## src/rtl/z16_pkg.sv

```systemverilog
// z16_pkg: definitions shared by the Z16 decode stage.
//   - Opcode constants for the opcodes the decoder treats specially
//     (OP_LI load-immediate, OP_LD load, OP_ST store).
//   - Register-address width and register count.
//   - bundle_t: the decoded instruction bundle carried from field
//     decode into the stage's output register. The immediate is held
//     as an 8-bit sign-extended value so the struct is independent of
//     XLEN. The stage widens it to XLEN on output.
package z16_pkg;

    localparam int REG_AW   = 4;
    localparam int NUM_REGS = 1 << REG_AW;

    localparam logic [3:0] OP_LI = 4'h9;
    localparam logic [3:0] OP_LD = 4'hA;
    localparam logic [3:0] OP_ST = 4'hB;

    typedef struct packed {
        logic [3:0]        opcode;
        logic [REG_AW-1:0] rd;
        logic [REG_AW-1:0] rs1;
        logic [REG_AW-1:0] rs2;
        logic [7:0]        imm8;     // already sign-extended to 8 bits
        logic              rd_wen;
        logic              mem_wen;
        logic [3:0]        alu_ctrl;
        logic              use_rs1;
        logic              use_rs2;
    } bundle_t;

endpackage

```

## src/rtl/z16_decode_fields.sv

```systemverilog
// z16_decode_fields: purely combinational field decode of one 16-bit
// Z16 instruction into a bundle_t.
// Ports:
//   instr  in  16        raw instruction word
//   fields out bundle_t  decoded opcode, register addresses, immediate,
//                        control bits and source-use flags
module z16_decode_fields
    import z16_pkg::*;
(
    input  logic [15:0] instr,
    output bundle_t     fields
);

    logic [3:0] op;
    assign op = instr[3:0];

    always_comb begin
        fields          = '0;
        fields.opcode   = op;
        fields.rd       = instr[7:4];
        fields.rs2      = instr[15:12];
        // Load-immediate has no room for rs1 in the high bits, so it
        // reads its own destination field instead.
        fields.rs1      = (op == OP_LI) ? instr[7:4] : instr[11:8];

        case (op)
            OP_LI:   fields.imm8 = instr[15:8];
            OP_LD:   fields.imm8 = {{4{instr[15]}}, instr[15:12]};
            OP_ST:   fields.imm8 = {{4{instr[7]}}, instr[7:4]};
            default: fields.imm8 = 8'h00;
        endcase

        fields.rd_wen   = (op <= OP_LD);
        fields.mem_wen  = (op == OP_ST);
        fields.alu_ctrl = (op <= 4'h8) ? op : 4'h0;
        fields.use_rs1  = 1'b1;
        // LI and LD carry an immediate where rs2 would be.
        fields.use_rs2  = (op != OP_LI) && (op != OP_LD);
    end

endmodule

```

## src/rtl/z16_decode_stage.sv

```systemverilog
// z16_decode_stage: Z16 decode pipeline stage. Decodes the incoming
// instruction, holds it in a single output register under a
// valid/ready handshake and, optionally, tracks pending register writes
// to stall on RAW hazards.
//
// Build option: define Z16_DECODE_SCOREBOARD_EN to include the
// per-register pending-write counters and hazard stall. Without it the
// stage never stalls on hazards and ignores i_wb_*.
//
// Ports:
//   i_clk, i_rst             clock (rising edge), async active-high reset
//   i_instr, i_valid, o_ready  upstream instruction handshake
//   o_valid, i_ready         downstream bundle handshake
//   o_opcode, o_rd_addr, o_rs1_addr, o_rs2_addr, o_imm,
//   o_rd_wen, o_mem_wen, o_alu_ctrl   registered decoded bundle
//   i_wb_valid, i_wb_addr    a register write has retired
//   i_flush                  discard the held bundle
module z16_decode_stage
    import z16_pkg::*;
#(
    parameter int XLEN     = 16,
    parameter int SB_CNT_W = 2
) (
    input  logic              i_clk,
    input  logic              i_rst,
    input  logic [15:0]       i_instr,
    input  logic              i_valid,
    output logic              o_ready,
    output logic              o_valid,
    input  logic              i_ready,
    output logic [3:0]        o_opcode,
    output logic [3:0]        o_rd_addr,
    output logic [3:0]        o_rs1_addr,
    output logic [3:0]        o_rs2_addr,
    output logic [XLEN-1:0]   o_imm,
    output logic              o_rd_wen,
    output logic              o_mem_wen,
    output logic [3:0]        o_alu_ctrl,
    input  logic              i_wb_valid,
    input  logic [REG_AW-1:0] i_wb_addr,
    input  logic              i_flush
);

    bundle_t dec;
    bundle_t held_reg;
    logic    valid_reg;
    logic    hazard;
    logic    accept;

    z16_decode_fields u_fields (
        .instr  (i_instr),
        .fields (dec)
    );

    assign o_ready = (!valid_reg || i_ready) && !hazard && !i_flush;
    assign accept  = i_valid && o_ready;

    // Output register. Flush wins; accept can never coincide with it
    // because o_ready is low during a flush.
    always_ff @(posedge i_clk or posedge i_rst) begin
        if (i_rst) begin
            valid_reg <= 1'b0;
            held_reg  <= '0;
        end else if (i_flush) begin
            valid_reg <= 1'b0;
        end else if (accept) begin
            valid_reg <= 1'b1;
            held_reg  <= dec;
        end else if (i_ready) begin
            valid_reg <= 1'b0;
        end
    end

`ifdef Z16_DECODE_SCOREBOARD_EN
    logic [SB_CNT_W-1:0] cnt_reg [NUM_REGS];

    // Hazard looks only at registered counts, so a writeback in this
    // cycle releases the stall one cycle later.
    assign hazard = (dec.use_rs1 && (cnt_reg[dec.rs1] != '0))
                 || (dec.use_rs2 && (cnt_reg[dec.rs2] != '0))
                 || (dec.rd_wen  && (&cnt_reg[dec.rd]));

    generate
        for (genvar gi = 0; gi < NUM_REGS; gi++) begin : g_cnt
            logic                inc;
            logic                wb_dec;
            logic                fl_dec;
            logic [SB_CNT_W:0]   up;
            logic [SB_CNT_W:0]   down;
            logic [SB_CNT_W-1:0] cnt_next;

            assign inc    = accept && dec.rd_wen && (dec.rd == REG_AW'(gi));
            assign wb_dec = i_wb_valid && (i_wb_addr == REG_AW'(gi));
            // A flushed writer will never retire, so drop its claim.
            assign fl_dec = i_flush && valid_reg && held_reg.rd_wen
                         && (held_reg.rd == REG_AW'(gi));

            // One extra bit of headroom: up never exceeds the saturated
            // count (inc is blocked at saturation) and down is at most 2.
            assign up       = {1'b0, cnt_reg[gi]} + (SB_CNT_W+1)'(inc);
            assign down     = (SB_CNT_W+1)'(wb_dec) + (SB_CNT_W+1)'(fl_dec);
            assign cnt_next = (up >= down) ? SB_CNT_W'(up - down) : '0;

            always_ff @(posedge i_clk or posedge i_rst) begin
                if (i_rst) cnt_reg[gi] <= '0;
                else       cnt_reg[gi] <= cnt_next;
            end
        end
    endgenerate
`else
    assign hazard = 1'b0;
    logic unused_wb;
    assign unused_wb = &{1'b0, i_wb_valid, i_wb_addr};
`endif

    logic unused_use;
    assign unused_use = &{1'b0, held_reg.use_rs1, held_reg.use_rs2};

    assign o_valid    = valid_reg;
    assign o_opcode   = held_reg.opcode;
    assign o_rd_addr  = held_reg.rd;
    assign o_rs1_addr = held_reg.rs1;
    assign o_rs2_addr = held_reg.rs2;
    assign o_imm      = {{(XLEN-8){held_reg.imm8[7]}}, held_reg.imm8};
    assign o_rd_wen   = held_reg.rd_wen;
    assign o_mem_wen  = held_reg.mem_wen;
    assign o_alu_ctrl = held_reg.alu_ctrl;

endmodule

```

## config.mk

```make
export PLATFORM = sky130hd
export DESIGN_NAME = z16_decode_stage
export DESIGN_NICKNAME = d
export VERILOG_FILES = /design/src/rtl/z16_pkg.sv /design/src/rtl/z16_decode_fields.sv /design/src/rtl/z16_decode_stage.sv
export SDC_FILE = /design/constraint.sdc
export NUM_CORES = 1
export LEC_CHECK = 0
export CAP_MARGIN = 20
export CORE_ASPECT_RATIO = 1.1
export CORE_MARGIN = 3
export CORE_UTILIZATION = 43
export DETAILED_ROUTE_END_ITERATION = 12
export GPL_ROUTABILITY_DRIVEN = 0
export PLACE_DENSITY = 0.89
export SYNTH_ARGS = -nofsm -noshare
export SYNTH_HDL_FRONTEND = slang
export SYNTH_HIERARCHICAL = 1
export SYNTH_SLANG_ARGS = --single-unit
```

## constraint.sdc

```tcl
create_clock -name i_clk -period 1.8 [get_ports i_clk]
set_input_delay 0.54 -clock i_clk [delete_from_list [all_inputs] [get_ports i_clk]]
set_output_delay 0.54 -clock i_clk [all_outputs]
set_load 0.02 [all_outputs]
```

==> metrics.cfg <==
[worst_setup_path]
crit_required_ns = 2.03
ff2ff_setup_slack_ns = 0.18
endpoint_kind = flop
crit_path_max_fanout = 5
cp-start-kind = input pin
arrival_ns = 1.99
crit_type = in2reg

[placement]
portBuffers = 60
dp_hpwl_um = 2850
placed_area_um2 = 2160
dpl.cell_count = 217

[global_routing]
antenna_found_initial = 0
use_met3_pct = 7.23
grt_first_pass_wirelength_um = 5930
use_met1_pct = 18.2
grt_pass1_vias = 1237
top_usage_layer = met2
overflow = 0
grt_max_degree = 19
use_met2_pct = 30.0
grt_use_total_pct = 17.5

[clock_tree]
root_buffer = clkbuf_4
cts_max_level = 2
cts_tree = built
cts.sinks = 31
cts_made_buffers = 5
clk_latency_ns = 0.33
cts_buffer_depth = 2
ctsHoldBuffers = 0
path_clk_slew_ns = 0.09

[power]
pwr-share-clk_pct = 24.8
total_power_mw = 1.86
total_leakage_power_nw = 1.08
pwr-share-seq_pct = 45.3
p_switching_mw = 0.575
p_int_mw = 1.29
swShare_pct = 30.8
peakVddDrop_mv = 0.698
power.density_nw_per_um2 = 845
p_comb_share_pct = 30.0

[final_layout]
fin_util_pct = 63.5
synthToLayoutAreaGrowth_pct = 36.1
nets = 204
fin_cells = 227
multi_input_area_um2 = 633
layout-drive-gt1-share_pct = 33.0
fillers = 312
seq_area_um2 = 777
fin_area_um2 = 2200
num_antenna_cells = 0

[routing]
vias = 1148
drtAntennaViolNets = 0
wl_um = 3640
drc_errors = 0
vias_per_cell = 5.06
drtPass1Iterations = 4
drtIter0Drc = 17
wl_per_cell_um = 16.0

[floorplan]
row_count = 22
start_util_pct = 46.7
floorplan.die.height_um = 70.4
die-area_um2 = 4540
io_pins = 66
die_w_um = 64.5
core_um2 = 3470

[synth]
yosys_warnings = 6
postSynthNetCount = 149
syn_area_per_cell_um2 = 13.2
synthCells = 123
syn_area_um2 = 1620

[sta]
maxSlewViolCount = 0
tightest_slew_ns = 0.238
post-route-min-period_ns = 1.77
period_share_pct = 98.1
rsz0062_at_grt = false
maxSlewHeadroom_pct = 83.7
finalHoldViolCount = 0
setup_violations = 0
skew_ns = 0.00314
timing.fmax_mhz = 566

[flow_run]
max_cap_violations = 0

[status]
outcome = completed

[hold_path]
hold_path_class = reg2reg

## per-layer routing
layer	routed length (µm)	vias up
met3	333	10
li1	-	524
met2	1910	60
met4	101	0
met1	1300	554
met5	0	-
## worst max-delay path, stage by stage
cell,delay [ns]
clkdlybuf4s50_1,0.43
and4bb_2,0.44
mux2_4,0.32
mux2_2,0.26
## final cells by class
cell class	count	share of cell area (%)
tap	48	2.73
timing repair buffer	74	30.0
multi-input combinational	65	28.7
clock buffer	8	3.12
sequential	31	35.3
inverter	1	0.170
## power by group through the flow
| stage | sequential (mW) | clock (mW) | combinational [mW] |
|---|---|---|---|
| after floorplan | 0.972 | 0 | 0.227 |
| after global placement | 0.852 | 0 | 0.623 |
| after detailed placement | 0.862 | 0 | 0.639 |
| after CTS | 0.845 | 0.467 | 0.565 |
| after global routing | 0.856 | 0.514 | 0.591 |
| final | 0.843 | 0.462 | 0.558 |
## metrics by stage
step	hold slack, ns	TNS [ns]	setup slack, ns
finish	0.510	0	0.0333
floorplan	0.606	0	0.202
CTS	0.513	0	0.0140
global placement	0.475	-10.35	-0.510
global route	0.524	0	0.00686
detailed placement	0.497	-11.95	-0.555
## state kept, by name, indices dropped and copies added, names as in the netlist
register	cells
o_imm	8
o_rs1_addr	4
o_opcode	4
o_alu_ctrl	4
o_valid	1
o_rs2_addr	4
o_rd_wen	1
o_rd_addr	4
o_mem_wen	1
## cells in the final DEF (no fill, tap or decap)
master,instances
and4bb_2,1
dfrtp_1,30
clkbuf_1,1
a211oi_1,3
mux2i_1,4
dlygate4sd2_1,40
mux2_2,28
inv_1,1
nand2_1,2
nor2b_1,3
mux2_1,2
o2bb2ai_1,5
nor2b_4,1
mux2_4,4
nor2_1,4
nor3b_4,1
buf_4,13
a21o_2,1
nor3_1,1
clkbuf_8,2
a21oi_1,3
clkdlybuf4s50_1,19
clkbuf_4,5
buf_6,2
nand2b_1,1
dfrtp_2,1
nand3b_1,1
## worst paths after layout
kind	endpoint	cells past startpoint	startpoint
min reg2reg	o_rs2_addr[2]	1	o_rs2_addr[2]
min	o_rs2_addr[2]	1	o_rs2_addr[2]
max in group asynchronous	o_alu_ctrl[0]	3	i_rst
max reg2reg	o_mem_wen	6	o_valid
min in group asynchronous	o_imm[6]	3	i_rst
max	o_rs1_addr[2]	4	i_instr[2]
## repair_timing
action,in CTS,in global routing
gates cloned,1,0
pin swaps,1,1
resized for setup,48,2
setup buffers,1,0
setup endpoints to repair,61,8
Note: power is estimated with default switching activity, not from simulation.
